**src/rtl/sbox_seq_pkg.sv**
```systemverilog
// Shared definitions for the S-box word sequencer.
// Contents: NIBBLE_W (nibble width) and the sequencer FSM state type.
package sbox_seq_pkg;

    localparam int unsigned NIBBLE_W = 4;

    typedef enum logic [1:0] {
        IDLE = 2'd0,
        SUB  = 2'd1,
        DONE = 2'd2
    } state_t;

endpackage

```
**src/rtl/nonlinear_lut.sv**
```systemverilog
// 4-bit to 4-bit combinational S-box.
// Ports: nibble (in, 4b), subst_c (out, 4b, combinational substitute).
module nonlinear_lut
    import sbox_seq_pkg::*;
(
    input  logic [NIBBLE_W-1:0] nibble,
    output logic [NIBBLE_W-1:0] subst_c
);

    always_comb begin
        subst_c = '0;
        case (nibble)
            4'h0: subst_c = 4'h9;
            4'h1: subst_c = 4'h4;
            4'h2: subst_c = 4'h3;
            4'h3: subst_c = 4'hA;
            4'h4: subst_c = 4'hD;
            4'h5: subst_c = 4'h6;
            4'h6: subst_c = 4'hE;
            4'h7: subst_c = 4'h1;
            4'h8: subst_c = 4'h2;
            4'h9: subst_c = 4'hC;
            4'hA: subst_c = 4'h5;
            4'hB: subst_c = 4'hF;
            4'hC: subst_c = 4'h0;
            4'hD: subst_c = 4'h7;
            4'hE: subst_c = 4'h8;
            4'hF: subst_c = 4'hB;
            default: subst_c = '0;
        endcase
    end

endmodule

```
**src/rtl/sbox_word_sequencer.sv**
```systemverilog
// Serial S-box substitution of a W-bit word, one nibble per clock, using a
// single shared nonlinear_lut instance. Valid/ready on both sides.
// Ports:
//   clk, rst (async, active-high)
//   in_valid / in_ready / in_data [W-1:0]   - input word handshake
//   out_valid / out_ready / out_data [W-1:0] - result word handshake
//   busy                                     - FSM not in IDLE
//   key_in [W-1:0]                           - only with SBOX_KEY_MIX_EN
// Macro SBOX_KEY_MIX_EN: when defined, the accepted word is in_data ^ key_in.
module sbox_word_sequencer
    import sbox_seq_pkg::*;
#(
    parameter int unsigned NIBBLES = 4
)
(
    input  logic                          clk,
    input  logic                          rst,
    input  logic                          in_valid,
    output logic                          in_ready,
    input  logic [NIBBLE_W*NIBBLES-1:0]   in_data,
`ifdef SBOX_KEY_MIX_EN
    input  logic [NIBBLE_W*NIBBLES-1:0]   key_in,
`endif
    output logic                          out_valid,
    input  logic                          out_ready,
    output logic [NIBBLE_W*NIBBLES-1:0]   out_data,
    output logic                          busy
);

    localparam int unsigned W     = NIBBLE_W * NIBBLES;
    localparam int unsigned CNT_W = $clog2(NIBBLES);
    localparam logic [CNT_W-1:0] LAST_NIB = CNT_W'(NIBBLES - 1);

    state_t               state;
    logic [W-1:0]         shreg;
    logic [CNT_W-1:0]     cnt;
    logic [W-1:0]         load_word;
    logic [NIBBLE_W-1:0]  sub_nib;

    // Word captured on acceptance
`ifdef SBOX_KEY_MIX_EN
    assign load_word = in_data ^ key_in;
`else
    assign load_word = in_data;
`endif

    nonlinear_lut u_lut (
        .nibble  (shreg[NIBBLE_W-1:0]),
        .subst_c (sub_nib)
    );

    // The result is read straight out of the shift register
    assign out_data = shreg;

    // Sequencer FSM: substituted nibble enters at the top, so after NIBBLES
    // shifts every nibble is back in its original position.
    always_ff @(posedge clk or posedge rst) begin
        if (rst) begin
            state     <= IDLE;
            shreg     <= '0;
            cnt       <= '0;
            in_ready  <= 1'b0;
            out_valid <= 1'b0;
            busy      <= 1'b0;
        end else begin
            case (state)
                IDLE: begin
                    in_ready <= 1'b1;
                    if (in_valid && in_ready) begin
                        shreg    <= load_word;
                        cnt      <= '0;
                        in_ready <= 1'b0;
                        busy     <= 1'b1;
                        state    <= SUB;
                    end
                end
                SUB: begin
                    shreg <= {sub_nib, shreg[W-1:NIBBLE_W]};
                    if (cnt == LAST_NIB) begin
                        // Counter holds at the last index instead of wrapping
                        out_valid <= 1'b1;
                        state     <= DONE;
                    end else begin
                        cnt <= CNT_W'(cnt + 1'b1);
                    end
                end
                DONE: begin
                    if (out_ready) begin
                        out_valid <= 1'b0;
                        busy      <= 1'b0;
                        in_ready  <= 1'b1;
                        state     <= IDLE;
                    end
                end
                default: begin
                    state     <= IDLE;
                    in_ready  <= 1'b0;
                    out_valid <= 1'b0;
                    busy      <= 1'b0;
                end
            endcase
        end
    end

endmodule

```
**config.mk**
```make
export PLATFORM = sky130hd
export DESIGN_NAME = sbox_word_sequencer
export DESIGN_NICKNAME = d
export VERILOG_FILES = /design/src/rtl/sbox_seq_pkg.sv /design/src/rtl/nonlinear_lut.sv /design/src/rtl/sbox_word_sequencer.sv
export SDC_FILE = /design/constraint.sdc
export NUM_CORES = 1
export LEC_CHECK = 0
export ABC_CLOCK_PERIOD_IN_PS = 1900
export BUFFER_PORTS_ARGS = -buffer_cell sky130_fd_sc_hd__buf_4
export CAP_MARGIN = 10
export CORE_AREA = 2 2 49 51
export CTS_BUF_LIST = sky130_fd_sc_hd__clkbuf_8
export DETAILED_ROUTE_END_ITERATION = 8
export DIE_AREA = 0 0 51 53
export PLACE_DENSITY = 0.8
export REMOVE_ABC_BUFFERS = 1
export SYNTH_ARGS = -nofsm -noshare
export SYNTH_HDL_FRONTEND = slang
export SYNTH_SLANG_ARGS = --single-unit
```
**constraint.sdc**
```tcl
create_clock -name clk -period 1.9 [get_ports clk]
set_input_delay 0.285 -clock clk [delete_from_list [all_inputs] [get_ports clk]]
set_output_delay 0.285 -clock clk [all_outputs]
set_load 0.03 [all_outputs]
```
==> flow_metrics.tcl <==
set metrics [dict create \
    layout-drive-gt1-share_pct 31.2 \
    synth_common_cells "dfrtp_1 (23), nand2_1 (18), o21ai_0 (17)" \
    clockRootBuffer "clkbuf_8" \
    grt_pass1_wl_um 4090 \
    max_stage_delay_ns 0.46 \
    grt_pass1_vias 941 \
    yosys_warnings 0 \
    cts.sinks 23 \
    via_per_inst 5.51 \
    dieHeight_um 53 \
    row_count 17 \
    ios 39 \
    vias 1019 \
    worstSetupPathType "flop to flop" \
    cts_buffer_depth 2 \
    post-route-period-util_pct 79.7 \
    crit_family "flip-flops" \
    yosys-top-cells-area "dfrtp_1 (50%), mux2i_1 (12%), o21ai_0 (7.3%)" \
    tightest_slew_ns 0.859 \
    regToRegStartpoint "state[0]" \
    layout.nets 179 \
    power_switching_w 0.00153 \
    crit_chain "nor2b_2 -> buf_4 -> mux2i_1 -> o21ai_0" \
    core-area_mm2 0.00215 \
    synth_edf_count 0 \
    fin_skew_ns 0.00857 \
    syn-instance-count 120 \
    antenna_cells 0 \
    cts_max_level 1 \
    die_w_um 51 \
    startpoint_type "flop" \
    hold_path_class "primary input to async pin" \
    dp_hpwl_um 1870 \
    grt_antenna_before_repair 0 \
    postCtsSetupBuffers 0 \
    p_seq_share_pct 31.9 \
    initial_core_util_pct 54.0 \
    total_power_w 0.00322 \
    synth.most_common_cell "dfrtp_1" \
    power.clock.fraction_pct 9.6 \
    drt-total-wl_um 2450 \
    hold_viol_final 0 \
    critical_path.startpoint "state[0]" \
    grt_start_max_net_pins 32 \
    ys_types 30 \
    clock_latency_ns 0.27 \
    drc 0 \
    cts_tree "built" \
    status "complete, no violations" \
    async_flop_share_pct 100 \
    avgSynthCellArea_um2 9.68 \
    p_int_w 0.00169 \
    finalSetupViolCount 0 \
    grt_setup_unrepaired "false" \
    seq_area_frac_synth_pct 49.6 \
    grt_overflow 0 \
    clkTransAtPathRegs_ns 0.09 \
    critPathArrivalTime_ns 1.66 \
    yosys.area.top_type "dfrtp_1" \
    worst-path-buf-inv 1 \
    swShare_pct 47.4 \
    peakVddDrop_v 0.00120 \
    max-cap-violations 0 \
    synth_top_area_share_pct 49.6 \
    numCtsBuffers 3 \
    gp_congestion 0.783 \
    yosys_most_used_dff "dfrtp_1" \
    cts_resized 0 \
    path_max_fanout 8 \
    firstDrtPassIters 4 \
    power_density_mw_per_mm2 2140 \
    fillers 153 \
    power.leakage_nw 0.741 \
    crit_slowest_cell "dfrtp_1" \
    end_kind "flop" \
    wl_per_cell_um 13.2 \
    hold_slack_ns 0.188 \
    cts_hold_repair.buffers 0 \
    globalRouteTotalUtil_pct 20.5 \
    area.growth.synth_to_final_pct 29.8 \
    ys_ff_latch 23 \
    required_ns 2.04 \
    netlist_area_mm2 0.00116 \
    ant_nets 0 \
    drt_iter0_drc 15 \
    relSlewSlack_pct 42.7 \
    drv_slew 0 \
    portBuffers 38 \
    min_period_ns 1.52 \
    fmax_ghz 0.660 \
    pwr-share-comb_pct 58.5 \
    die_area_mm2 0.00270 \
]
layer usage:
| metal | wire length [um] | track usage (%) | vias to the layer above | share of wire [%] |
|---|---|---|---|---|
| met3 | 97 | 2.54 | 5 | 4.0 |
| met1 | 1030 | 24.9 | 487 | 42 |
| li1 | - | - | 497 | - |
| met2 | 1280 | 36.1 | 30 | 52 |
| met5 | 0 | 0 | - | 0 |
| met4 | 38 | 9.46 | 0 | 1.6 |
path summary, 6_finish.rpt:
| path | slack (ns) | end | cells past startpoint |
|---|---|---|---|
| max in group asynchronous | 1.17 | out_data[2] | 2 |
| min in group clk | 0.30 | out_data[11] | 3 |
| min | 0.19 | cnt[1] | 2 |
| max reg2reg | 0.38 | out_data[5] | 4 |
| min reg2reg | 0.50 | busy | 1 |
| max | 0.38 | out_data[5] | 4 |
flip-flops by register name, indices dropped and copies added (netlist names):
signal / count
in_ready: 1
busy: 1
state: 2
out_data: 16
cnt: 2
out_valid: 1
cells by family (layout without fill, tap and decap cells):
kind of cell | count (synthesis) | after routing | share of synthesized area, %
simple gates | 36 | 36 | 13.8
compound gates | 34 | 34 | 18.3
flops | 23 | 23 | 49.6
mux | 14 | 14 | 12.1
buf+inv | 12 | 49 | 5.17
fa+ha+maj | 1 | 1 | 1.08
cell usage in the layout, fill, tap and decap left out, drive strengths merged, types with 2 or more instances in the layout:
master  instances
clkbuf          3
buf            41
nor3            3
a211oi          4
o21ai          17
inv             4
nor2            8
nand2b          2
a21oi           4
dfrtp          23
a22o            2
mux2i          14
nand2          18
through the flow:
stage | cells | setup WS (ns) | instance area [um^2] | TNS (ns) | util [%]
global route | 185 | 0.257 | 1510 | 0 | 70.2
CTS | 185 | 0.380 | 1510 | 0 | 70.2
global placement | 181 | 0.500 | 1460 | 0 | 68.0
floorplan | 112 | -0.301 | 1120 | -2.82 | -
detailed placement | 181 | 0.401 | 1460 | 0 | 68.0
finish | 185 | 0.385 | 1510 | 0 | 70.2
worst reg2reg max path, delay by kind of cell (launching register included):
family	cells	cell delay, ns
buffers and inverters	1	0.25
AOI/OAI and AO/OA	1	0.09
DFF	1	0.46
and+or+nand+nor	1	0.37
muxes	1	0.22
layout make-up:
type | instances | area [um^2] | share of cell area [%]
tap | 28 | 35.0 | 2.32
timing repair buffer | 41 | 308 | 20.4
clock inverter | 1 | 5.00 | 0.332
clock buffer | 3 | 41.3 | 2.74
sequential | 23 | 576 | 38.2
inverter | 4 | 15.0 | 0.996
multi-input combinational | 85 | 528 | 35.0
power groups by stage:
stage                     combinational [W]  sequential (W)  clock, W
after floorplan                    0.000881         0.00139         0
final                               0.00188         0.00103  0.000309
after global routing                0.00205         0.00107  0.000330
after CTS                           0.00190         0.00103  0.000310
after global placement              0.00183         0.00101         0
after detailed placement            0.00190         0.00103         0
Power figures use the tool's default switching activity.
